==> src/rtl/ballot_if.sv <==
// Voter-booth signal bundle between the polling officer/buttons side and the ballot unit.
interface ballot_if;
  logic       enable_ballot;
  logic [3:0] btn;
  logic       v1;
  logic       v2;
  logic       v3;
  logic       v4;
  logic       ready;
  logic       busy;
  logic [7:0] voter_count;
  logic       timeout_flag;

  modport master (
    output enable_ballot, btn,
    input  v1, v2, v3, v4, ready, busy, voter_count, timeout_flag
  );

  modport slave (
    input  enable_ballot, btn,
    output v1, v2, v3, v4, ready, busy, voter_count, timeout_flag
  );
endinterface

==> src/rtl/ballot_unit.sv <==
// Electronic ballot unit: synchronizes and debounces four voter buttons and
// emits exactly one vote pulse per officer-released ballot.
module ballot_unit #(
  parameter int unsigned DEBOUNCE_CYCLES = 4,
  parameter int unsigned TIMEOUT_CYCLES  = 1000
) (
  input  logic     clk,
  input  logic     reset,
  ballot_if.slave  bus_io
);

  localparam int unsigned NB = 4;
  localparam int unsigned DW = (DEBOUNCE_CYCLES > 1) ? $clog2(DEBOUNCE_CYCLES) : 1;
  localparam int unsigned TW = (TIMEOUT_CYCLES > 1) ? $clog2(TIMEOUT_CYCLES + 1) : 1;
  localparam int unsigned CW = 8;

  localparam logic [1:0] S_LOCKED = 2'd0;
  localparam logic [1:0] S_ARMED  = 2'd1;
  localparam logic [1:0] S_EMIT   = 2'd2;
  localparam logic [1:0] S_WAIT   = 2'd3;

  logic [NB-1:0] sync1_q, sync2_q;
  logic [NB-1:0] deb_q, deb_d;
  logic [NB-1:0] deb_prev_q;
  logic [NB-1:0] press_q;
  logic [NB-1:0] mask_q, mask_d;
  logic [DW-1:0] dcnt_q [NB];
  logic [DW-1:0] dcnt_d [NB];
  logic [TW-1:0] tcnt_q, tcnt_d;
  logic [1:0]    state_q, state_d;
  logic [NB-1:0] v_q, v_d;
  logic          ready_q, ready_d;
  logic          busy_q, busy_d;
  logic          flag_q, flag_d;
  logic [CW-1:0] count_q, count_d;

  logic [NB-1:0] held_c;
  logic [NB-1:0] valid_c;
  logic          onehot_c;

  // Per-bit debounce: the level flips only after an unbroken run of mismatches.
  always_comb begin
    deb_d = deb_q;
    for (int i = 0; i < NB; i++) begin
      dcnt_d[i] = '0;
      if (sync2_q[i] != deb_q[i]) begin
        if (dcnt_q[i] == DW'(DEBOUNCE_CYCLES - 1)) begin
          deb_d[i] = sync2_q[i];
        end else begin
          dcnt_d[i] = dcnt_q[i] + DW'(1);
        end
      end
    end
  end

  // Buttons already held when the ballot opens stay masked until released.
  always_comb begin
    held_c   = deb_q | sync2_q;
    mask_d   = (state_q == S_LOCKED) ? held_c : (mask_q & held_c);
    valid_c  = press_q & ~mask_q;
    onehot_c = (valid_c != '0) && ((valid_c & (valid_c - NB'(1))) == '0);
  end

  // Ballot FSM next-state and registered-output decode.
  always_comb begin
    state_d = state_q;
    tcnt_d  = tcnt_q;
    count_d = count_q;
    v_d     = '0;
    flag_d  = 1'b0;
    case (state_q)
      S_LOCKED: begin
        tcnt_d = '0;
        if (bus_io.enable_ballot) state_d = S_ARMED;
      end
      S_ARMED: begin
        tcnt_d = tcnt_q + TW'(1);
        if (onehot_c) begin
          state_d = S_EMIT;
          v_d     = valid_c;
          count_d = (count_q == CW'(255)) ? count_q : count_q + CW'(1);
        end else if (tcnt_q == TW'(TIMEOUT_CYCLES - 1)) begin
          state_d = S_LOCKED;
          flag_d  = 1'b1;
        end
      end
      S_EMIT: begin
        state_d = S_WAIT;
      end
      S_WAIT: begin
        if (deb_q == '0) state_d = S_LOCKED;
      end
      default: begin
        state_d = S_LOCKED;
      end
    endcase
    ready_d = (state_d == S_ARMED);
    busy_d  = (state_d == S_EMIT) || (state_d == S_WAIT);
  end

  always_ff @(posedge clk) begin
    if (reset) begin
      sync1_q    <= '0;
      sync2_q    <= '0;
      deb_q      <= '0;
      deb_prev_q <= '0;
      press_q    <= '0;
      mask_q     <= '0;
      dcnt_q     <= '{default: '0};
      tcnt_q     <= '0;
      state_q    <= S_LOCKED;
      v_q        <= '0;
      ready_q    <= 1'b0;
      busy_q     <= 1'b0;
      flag_q     <= 1'b0;
      count_q    <= '0;
    end else begin
      sync1_q    <= bus_io.btn;
      sync2_q    <= sync1_q;
      deb_q      <= deb_d;
      deb_prev_q <= deb_q;
      press_q    <= deb_q & ~deb_prev_q;
      mask_q     <= mask_d;
      dcnt_q     <= dcnt_d;
      tcnt_q     <= tcnt_d;
      state_q    <= state_d;
      v_q        <= v_d;
      ready_q    <= ready_d;
      busy_q     <= busy_d;
      flag_q     <= flag_d;
      count_q    <= count_d;
    end
  end

  assign bus_io.v1           = v_q[0];
  assign bus_io.v2           = v_q[1];
  assign bus_io.v3           = v_q[2];
  assign bus_io.v4           = v_q[3];
  assign bus_io.ready        = ready_q;
  assign bus_io.busy         = busy_q;
  assign bus_io.timeout_flag = flag_q;
  assign bus_io.voter_count  = count_q;

endmodule

==> src/flat_wrapper.sv <==
// flat-port wrapper written by rule: the top's interface ports become plain ports
module ballot_unit_flat 
#(
  parameter int unsigned DEBOUNCE_CYCLES = 4,
  parameter int unsigned TIMEOUT_CYCLES  = 1000
)
  (clk, reset, bus_io_enable_ballot, bus_io_btn, bus_io_v1, bus_io_v2, bus_io_v3, bus_io_v4, bus_io_ready, bus_io_busy, bus_io_voter_count, bus_io_timeout_flag);
  ballot_if bus_io_i ();
  input  logic clk;
  input  logic reset;
  input wire logic [$bits(bus_io_i.enable_ballot)-1:0] bus_io_enable_ballot;
  input wire logic [$bits(bus_io_i.btn)-1:0] bus_io_btn;
  output wire logic [$bits(bus_io_i.v1)-1:0] bus_io_v1;
  output wire logic [$bits(bus_io_i.v2)-1:0] bus_io_v2;
  output wire logic [$bits(bus_io_i.v3)-1:0] bus_io_v3;
  output wire logic [$bits(bus_io_i.v4)-1:0] bus_io_v4;
  output wire logic [$bits(bus_io_i.ready)-1:0] bus_io_ready;
  output wire logic [$bits(bus_io_i.busy)-1:0] bus_io_busy;
  output wire logic [$bits(bus_io_i.voter_count)-1:0] bus_io_voter_count;
  output wire logic [$bits(bus_io_i.timeout_flag)-1:0] bus_io_timeout_flag;
  assign bus_io_i.enable_ballot = bus_io_enable_ballot;
  assign bus_io_i.btn = bus_io_btn;
  assign bus_io_v1 = bus_io_i.v1;
  assign bus_io_v2 = bus_io_i.v2;
  assign bus_io_v3 = bus_io_i.v3;
  assign bus_io_v4 = bus_io_i.v4;
  assign bus_io_ready = bus_io_i.ready;
  assign bus_io_busy = bus_io_i.busy;
  assign bus_io_voter_count = bus_io_i.voter_count;
  assign bus_io_timeout_flag = bus_io_i.timeout_flag;
  ballot_unit #(.DEBOUNCE_CYCLES(DEBOUNCE_CYCLES), .TIMEOUT_CYCLES(TIMEOUT_CYCLES)) u_core (.clk(clk), .reset(reset), .bus_io(bus_io_i));
endmodule
==> config.mk <==
export PLATFORM = sky130hd
export DESIGN_NAME = ballot_unit_flat
export DESIGN_NICKNAME = d
export VERILOG_FILES = /design/src/rtl/ballot_if.sv /design/src/rtl/ballot_unit.sv /design/src/flat_wrapper.sv
export SDC_FILE = /design/constraint.sdc
export NUM_CORES = 1
export LEC_CHECK = 0
export CORE_UTILIZATION = 50
export DETAILED_ROUTE_END_ITERATION = 7
export PLACE_DENSITY = 0.74
export SETUP_SLACK_MARGIN = 0.2
export SLEW_MARGIN = 30
export SYNTH_ARGS = -nofsm -noshare
export SYNTH_HDL_FRONTEND = slang
export SYNTH_SLANG_ARGS = --single-unit
==> constraint.sdc <==
create_clock -name clk -period 1.8 [get_ports clk]
set_clock_uncertainty 0.2 [all_clocks]
set_input_delay 0.27 -clock clk [delete_from_list [all_inputs] [get_ports clk]]
set_output_delay 0.27 -clock clk [all_outputs]
set_load 0.1 [all_outputs]
==> results of run 1 <==
per-layer routing:
metal	routed length [µm]	share of wire [%]	global-route usage [%]	up-vias
met5	0	0	0	-
met4	75	1.4	9.64	0
met3	206	4.0	11.2	7
met2	2760	53	37.1	35
met1	2170	42	26.3	905
li1	-	-	-	925
cells in the mapped netlist, types with 4 or more instances:
| library cell | count | area (µm²) |
|---|---|---|
| dfxtp_1 | 58 | 1160 |
| xor2_1 | 6 | 52.6 |
| nor3_1 | 15 | 75.1 |
| xnor2_1 | 4 | 35.0 |
| nor4b_1 | 5 | 43.8 |
| a21oi_1 | 12 | 60.1 |
| clkbuf_1 | 6 | 22.5 |
| nand2_1 | 15 | 56.3 |
| ha_1 | 10 | 125 |
| nor2_1 | 29 | 109 |
| nand3_1 | 14 | 70.1 |
| nor2b_1 | 9 | 56.3 |
| nor4bb_1 | 4 | 40.0 |
| inv_1 | 11 | 41.3 |
| a31oi_1 | 4 | 25.0 |
cell type report:
type | count | share of cell area [%]
clock inverter | 3 | 2.07
sequential | 58 | 36.3
tap | 50 | 1.89
timing repair buffer | 53 | 18.4
clock buffer | 13 | 5.13
multi-input combinational | 156 | 34.8
inverter | 11 | 1.32
final timing paths:
path,end,slack (ns),cells after the start
max reg2reg,u_core.bus_io.voter_count[4]$_SDFFE_PP0P_,-0.23,7
max,u_core.bus_io.voter_count[4]$_SDFFE_PP0P_,-0.23,7
min reg2reg,u_core.press_q[1]$_SDFF_PP0_,0.19,1
min,u_core.press_q[1]$_SDFF_PP0_,0.19,1
through the flow:
| stage | setup TNS [ns] | area [µm²] | worst slack, ns | instances | total power (W) |
|---|---|---|---|---|---|
| floorplan | -0.0157 | 2290 | -0.00940 | 233 | 0.00140 |
| global placement | -0.114 | 2810 | -0.0439 | 315 | 0.00144 |
| detailed placement | -0.325 | 2810 | -0.109 | 315 | 0.00145 |
| CTS | -0.393 | 3150 | -0.0937 | 335 | 0.00286 |
| global route | -3.04 | 3320 | -0.354 | 344 | 0.00294 |
| finish | -2.15 | 3320 | -0.231 | 344 | 0.00285 |
worst max-delay path, cell delays in order (launching register included):
cell      delay, ns
dfxtp_2        0.33
nand2b_4       0.16
xnor2_2        0.13
a221oi_2       0.31
buf_4          0.19
o21ai_4        0.09
or4_1          0.44
a21oi_2        0.13
kinds of logic after synthesis:
group,Yosys count
adder cells (fa/ha/maj),10
flip-flops,58
AND/OR/NAND/NOR,109
XOR/XNOR,10
AO/OA/AOI/OAI,26
buffers and inverters,19
multiplexers,1
report_power, final:
part	leakage (nW)	total, W	internal [W]	switching (W)
combinational	0.622	0.000137	0.0000592	0.0000780
clock	0.119	0.00141	0.000905	0.000509
sequential	0.481	0.00130	0.00129	0.0000100
total	1.22	0.00285	0.00225	0.000597
what timing repair did:
action	4_1_cts	5_1_grt
gates resized for setup	17	27
pin swaps	9	15
endpoints found under the setup margin	16	18
buffers inserted	4	9
==> impl_metrics.toml, run 1 <==
[hold_path]
min_from = "u_core.deb_prev_q[1]$_SDFF_PP0_"
hp-class = "register to register"

[cts]
clk_latency_ns = 0.34
cts_tree = "built"
cts_sinks = 58
clock-root-buffer = "clkbuf_8"
numCtsBuffers = 9
clk_pin_slew_worst_paths_ns = 0.07
htreeDepth = 3
hold_buffers = 0
clockBufferDepth = 2

[floorplanning]
top_level_ports = 22
start_util_pct = 53.6
dieArea_um2 = 4680
core-area_um2 = 4120
dieHeight_um = 68.4
die_x_um = 68.4
rows = 23

[sta]
fin_hold_ws_ns = 0.190
relSlewSlack_pct = 80.3
clock.fmax_mhz = 492
finalHoldViolCount = 0
drv_slew = 0
min_period_ns = 2.03
rsz0062_at_grt = "true"
setup_ws_ns = -0.231
tightest_slew_ns = 0.296
setup_violations = 14
fin_crit_sh_pct = 113

[drt]
wire_per_inst_um = 15.1
firstDrtPassIters = 4
drt_iter0_drc = 77
ant_nets = 0
vias_per_cell = 5.44
drc = 0
wirelength_um = 5210
vias = 1872

[synth]
syn-num-nets = 250
synth_cells = 233
synth-compound-area-share_pct = 7.48
synthMuxAreaShare_pct = 0.454
postSynthAreaPerCell_um2 = 9.47
async_reset_ff_share_pct = 0
syn_area_um2 = 2210
synth_fa_ha_area_share_pct = 5.67
synth-edff-count = 0
ys_ff_latch = 58
yosysSeqAreaShare_pct = 52.6
synth_warnings = 0
synth.distinct_cells = 36
synth_xor_area_share_pct = 3.97
synthSimpleGateAreaFrac_pct = 26.5
yosys_most_used_dff = "dfxtp_1"
synth_top_family_by_area = "simple AND/OR/NAND/NOR gates"

[cells_and_area]
largest_register = "u_core.tcnt_q"
drive_above_1_share_pct = 38.1
most-common-layout-cells = "dfxtp_1, buf_4, nor2_1, nand2_1, buf_12"
largest_register_ffs = 10
syn2layout_area_growth_pct = 50.3
seq_area_um2 = 1200
nFillCells = 237
fin_util_pct = 80.6
nets = 306
multiInputGateArea_um2 = 1150
layout_commonest_cell = "dfxtp_1"
antenna_cells = 0

[global_route]
grt_pass1_wl_um = 7540
antenna_found_initial = 0
track_usage_pct = 23.2
overflow = 0
grt_max_degree = 17
grt_pass1_vias = 1667

[pwr]
p_leak_nw = 1.22
p_per_area_nw_per_um2 = 860
ir_drop_mv = 0.616

[critical_path]
crit_fanout = 8
required_ns = 1.87
crit_start = "u_core.mask_q[3]$_SDFF_PP0_"
worst_setup_path_start_kind = "register"
timing.rr.start = "u_core.mask_q[3]$_SDFF_PP0_"
critical_path.endpoint_type = "register"
crit_arrival_ns = 2.10
worstSetupPathType = "register to register"

[flow_run]
maxCapViolCount = 0

[place]
dpl.hpwl_um = 2820
globalplace.congestion = 0.841
port_buffers = 21

[outcome]
violations = "setup timing"
status = "complete, but fails checks"
(Power assumes the default switching activity.)
==> run 2, diff against run 1 <==
CAP_MARGIN = 10   (was default)
==> results of run 2 <==
The final DEF is identical to that of run 1; final timing and power are the same.
